===== src/rtl/spi_word_slave.sv =====
// Oversampling SPI (mode 0, MSB first) slave front end: synchronises the pins, deserialises
// address/data words into clk-domain strobes and serialises TX words. Optional SPI_ERR_CNT_EN.
module spi_word_slave #(
  parameter int WORD_W      = 16,
  parameter int SYNC_STAGES = 2
) (
  input  logic              clk,
  input  logic              rst,
  input  logic              spi_scl,
  input  logic              spi_sdi,
  output logic              spi_sdo,
  input  logic              spi_cs_addr,
  input  logic              spi_cs_data,
  output logic              addr_valid,
  output logic [WORD_W-1:0] addr,
  output logic              wr_valid,
  output logic [WORD_W-1:0] wr_data,
  output logic              rd_req,
  input  logic [WORD_W-1:0] tx_data,
  output logic              frame_err,
  output logic [7:0]        err_cnt
);

  localparam int CNT_W = $clog2(WORD_W) + 1;

  typedef enum logic [2:0] {IDLE, ADDR, DATA_LD, DATA, ERR} state_t;

  state_t                  state;
  logic [SYNC_STAGES-1:0]  scl_sync, sdi_sync, csa_sync, csd_sync;
  logic                    scl_s, sdi_s, csa_s, csd_s, scl_prev;
  logic                    rise, fall;
  logic [CNT_W-1:0]        bit_cnt;
  logic [WORD_W-2:0]       rx_sr;
  logic [WORD_W-2:0]       tx_sr;
  logic [WORD_W-1:0]       rx_next;
  logic                    word_done;

  // Idle pins reset to their inactive levels so reset never fakes a CS edge.
  always_ff @(posedge clk) begin
    if (rst) begin
      scl_sync <= '0;
      sdi_sync <= '0;
      csa_sync <= '1;
      csd_sync <= '1;
      scl_prev <= 1'b0;
    end else begin
      scl_sync <= {scl_sync[SYNC_STAGES-2:0], spi_scl};
      sdi_sync <= {sdi_sync[SYNC_STAGES-2:0], spi_sdi};
      csa_sync <= {csa_sync[SYNC_STAGES-2:0], spi_cs_addr};
      csd_sync <= {csd_sync[SYNC_STAGES-2:0], spi_cs_data};
      scl_prev <= scl_s;
    end
  end

  assign scl_s     = scl_sync[SYNC_STAGES-1];
  assign sdi_s     = sdi_sync[SYNC_STAGES-1];
  assign csa_s     = csa_sync[SYNC_STAGES-1];
  assign csd_s     = csd_sync[SYNC_STAGES-1];
  assign rise      = scl_s & ~scl_prev;
  assign fall      = ~scl_s & scl_prev;
  assign rx_next   = {rx_sr, sdi_s};
  assign word_done = (bit_cnt == CNT_W'(WORD_W - 1));

  // NOTE: every register here is assigned with <= so all branches see the pre-edge values.
  always_ff @(posedge clk) begin
    if (rst) begin
      state      <= IDLE;
      bit_cnt    <= '0;
      rx_sr      <= '0;
      tx_sr      <= '0;
      addr       <= '0;
      wr_data    <= '0;
      addr_valid <= 1'b0;
      wr_valid   <= 1'b0;
      rd_req     <= 1'b0;
      frame_err  <= 1'b0;
      spi_sdo    <= 1'b0;
    end else begin
      addr_valid <= 1'b0;
      wr_valid   <= 1'b0;
      rd_req     <= 1'b0;
      frame_err  <= 1'b0;
      unique case (state)
        IDLE: begin
          spi_sdo <= 1'b0;
          bit_cnt <= '0;
          if (!csa_s && !csd_s) begin
            state     <= ERR;
            frame_err <= 1'b1;
          end else if (!csa_s) begin
            state <= ADDR;
          end else if (!csd_s) begin
            state  <= DATA_LD;
            rd_req <= 1'b1;
          end
        end
        ADDR: begin
          spi_sdo <= 1'b0;
          if (!csd_s) begin
            state     <= ERR;
            frame_err <= 1'b1;
          end else if (csa_s) begin
            state     <= IDLE;
            frame_err <= (bit_cnt != '0);
          end else if (rise) begin
            rx_sr <= rx_next[WORD_W-2:0];
            if (word_done) begin
              addr       <= rx_next;
              addr_valid <= 1'b1;
              bit_cnt    <= '0;
            end else begin
              bit_cnt <= bit_cnt + CNT_W'(1);
            end
          end
        end
        DATA_LD: begin
          tx_sr   <= tx_data[WORD_W-2:0];
          spi_sdo <= tx_data[WORD_W-1];
          state   <= DATA;
        end
        DATA: begin
          if (!csa_s) begin
            state     <= ERR;
            frame_err <= 1'b1;
            spi_sdo   <= 1'b0;
          end else if (csd_s) begin
            state     <= IDLE;
            frame_err <= (bit_cnt != '0);
            spi_sdo   <= 1'b0;
          end else if (rise) begin
            rx_sr <= rx_next[WORD_W-2:0];
            if (word_done) begin
              wr_data  <= rx_next;
              wr_valid <= 1'b1;
              rd_req   <= 1'b1;
              bit_cnt  <= '0;
              state    <= DATA_LD;
            end else begin
              bit_cnt <= bit_cnt + CNT_W'(1);
            end
          end else if (fall && bit_cnt != '0) begin
            // The fall closing a word must not shift out the freshly loaded next MSB.
            spi_sdo <= tx_sr[WORD_W-2];
            tx_sr   <= {tx_sr[WORD_W-3:0], 1'b0};
          end
        end
        ERR: begin
          spi_sdo <= 1'b0;
          if (csa_s && csd_s) state <= IDLE;
        end
        default: state <= IDLE;
      endcase
    end
  end

`ifdef SPI_ERR_CNT_EN
  always_ff @(posedge clk) begin
    if (rst) begin
      err_cnt <= '0;
    end else if (frame_err && err_cnt != 8'hFF) begin
      err_cnt <= err_cnt + 8'd1;
    end
  end
`else
  assign err_cnt = '0;
`endif

endmodule


===== config.mk =====
export PLATFORM = sky130hd
export DESIGN_NAME = spi_word_slave
export DESIGN_NICKNAME = d
export VERILOG_FILES = /design/src/rtl/spi_word_slave.sv
export SDC_FILE = /design/constraint.sdc
export NUM_CORES = 1
export LEC_CHECK = 0
export CORE_MARGIN = 2
export CORE_UTILIZATION = 45
export DETAILED_ROUTE_END_ITERATION = 12
export GPL_TIMING_DRIVEN = 0
export PLACE_DENSITY = 0.71
export SKIP_CTS_REPAIR_TIMING = 1
export SLEW_MARGIN = 20
export SYNTH_ARGS = -nofsm -noshare
export SYNTH_HDL_FRONTEND = slang
export SYNTH_SLANG_ARGS = --single-unit

===== constraint.sdc =====
create_clock -name clk -period 5.5 [get_ports clk]
set_input_delay 1.1 -clock clk [delete_from_list [all_inputs] [get_ports clk]]
set_output_delay 1.1 -clock clk [all_outputs]
set_load 0.05 [all_outputs]

==> flow_summary.toml <==
[routing]
wl_per_cell_um = 13.5
drt-initial-drc-count = 214
drt-total-wl_mm = 7.29
vias = 2733
vias_per_cell = 5.06
drc = 0
first_pass_iters = 4
ant_nets = 0

[worst_setup_path]
end_kind = "output pin"
startpoint_type = "register"
crit_family = "buffers and inverters"
slowest_delay_ns = 0.81
critPathSlowestCell = "clkdlybuf4s50_1"
crit_chain = "clkdlybuf4s50_1"
critical_path_class = "reg -> out"
cp.arrival_ns = 1.51
rrSetupSlack_ns = 3.45
crit_fanout = 2
path_buf_inv = 1
required_ns = 4.40

[clock_tree]
numClockSinks = 84
cts-root-buf = "clkbuf_8"
clock_latency_ns = 0.35
cts_max_level = 3
cts_made_buffers = 9
cts.clk_slew.worst_paths_ns = 0.09
clockBufferDepth = 2
cts_tree = "done"

[floorplan]
die_width_um = 92.1
die_area_um2 = 8490
die_h_um = 92.1
coreArea_um2 = 7610
initial_core_util_pct = 46.0
row_count = 32
top_level_ports = 67

[power]
p_leak_uw = 0.00176
total_power_uw = 1210
vdd_drop_max_v = 0.000188
p_per_area_nw_per_um2 = 271

[finish]
multi_input_area_um2 = 1570
nNetsFinal = 457
fill_cells = 705
diodes = 0
drive_gt1_share_pct = 10.5
area_delta_synth_final_pct = 27.1
seq_area_um2 = 1680

[timing]
relSlewSlack_pct = 62.9
finalSetupViolCount = 0
max_freq_ghz = 0.383
clock_skew_ns = 0.0105
setup_tns_ns = 0
hold_viol = 0
slew_violations = 0
rsz0062_at_grt = "no"
finalCritPeriodShare_pct = 47.4
period_needed_ns = 2.61
worstMarginPinSlew_ns = 0.543

[logic_synthesis]
yosysUniqueCellTypes = 47
synthCells = 358
synth_commonest_cells = "dfxtp_1, nor2_1, mux2i_1"
synth_seq_cells = 84
post_synth.cell_area_avg_um2 = 9.76
synth.most_common_cell = "dfxtp_1"
synth_ff_type = "dfxtp_1"
async_reset_ff_share_pct = 0
synth-edff-count = 0
netlist_area_um2 = 3500
ys_warn_count = 0
ys_seq_area_share_pct = 48.1
synth_area_leader_cell = "dfxtp_1"
synth_area_leaders = "dfxtp_1, mux2i_1, nor2_1"
yosysTopAreaCellShare_pct = 48.1

[global_route]
grt_max_degree = 16
grt_overflow = 0
grt_pass1_wl_mm = 12.4
antenna_found_initial = 0
grt_usage_pct = 18.1
grt_pass1_vias = 2679

[run_status]
status = "complete, no violations"

[job]
maxCapViolations = 0

[placement]
gp_congestion = 0.853
portBuffers = 57
post-dp-hpwl_mm = 5.08

[worst_hold_path]
min_path_type = "reg -> reg"
## cells by family (layout without fill, tap and decap cells)
logic type / Yosys count / after routing / synth area share (%)
simple gates: 114 / 114 / 15.9
flops: 84 / 84 / 48.1
mux: 62 / 62 / 17.8
buf+inv: 49 / 122 / 7.66
compound gates: 44 / 44 / 9.23
fa+ha+maj: 3 / 3 / 1.00
other cells: 1 / 8 / 0.107
xor+xnor: 1 / 1 / 0.251
## power by group
part	internal [uW]	switching [uW]	total [uW]
registers	619	5.75	625
logic	39.0	57.0	96.0
clock network	261	224	485
total	919	287	1210
## final timing paths
kind                from          end  cells after the start
max          wr_data[15]  wr_data[15]                      1
min          csd_sync[0]  csd_sync[1]                      1
max reg2reg   bit_cnt[2]   wr_data[1]                      7
min reg2reg  csd_sync[0]  csd_sync[1]                      1
## stage by stage
step	setup WS, ns	instances	cell area (um^2)	hold slack (ns)	util (%)
floorplan	3.43	365	3520	0.389	-
global placement	2.94	524	4220	0.396	55.5
detailed placement	2.90	524	4220	0.399	55.5
CTS	2.86	540	4440	0.418	58.4
global route	2.84	540	4440	0.440	58.4
finish	2.89	540	4440	0.415	58.4
## flip-flops by register name, summed over array words and instances, names as in the netlist
signal,flops
addr,16
addr_valid,1
bit_cnt,5
csa_sync,2
csd_sync,2
frame_err,1
rd_req,1
rx_sr,15
scl_prev,1
scl_sync,2
sdi_sync,2
spi_sdo,1
state,3
tx_sr,15
wr_data,16
wr_valid,1
## placed cells by master, fill, tap and decap left out, types with 2 or more instances in the layout
cell	count
nand2_1	3
clkbuf_1	17
nand2b_1	3
nor2b_1	4
mux2i_1	62
inv_6	3
conb_1	8
a31oi_1	2
o211ai_1	3
clkbuf_8	9
bufinv_16	2
nand3_1	8
clkdlybuf4s50_1	57
nor2_1	69
buf_2	7
a211oi_1	15
dfxtp_1	84
a21oi_1	5
inv_1	11
or2_2	5
a2111oi_0	2
nand4b_1	4
nor3_1	3
o41ai_1	2
and2_1	3
buf_4	10
o21ai_0	4
nand3b_1	2
a211o_1	3
ha_1	2
buf_6	5
## cell type report
type | instances | area share (%)
tap | 102 | 2.87
inverter | 11 | 0.930
clock inverter | 6 | 2.11
sequential | 84 | 37.9
clock buffer | 10 | 2.87
timing repair buffer | 57 | 12.8
buffer | 38 | 5.10
multi-input combinational | 232 | 35.4
## layer usage
metal,up-vias,wire length [um],global-route usage [%]
met4,0,74,7.09
met2,78,3440,29.5
met1,1284,3420,23.7
li1,1364,-,-
met3,7,348,3.62
met5,-,0,0
(Power assumes the default switching activity.)
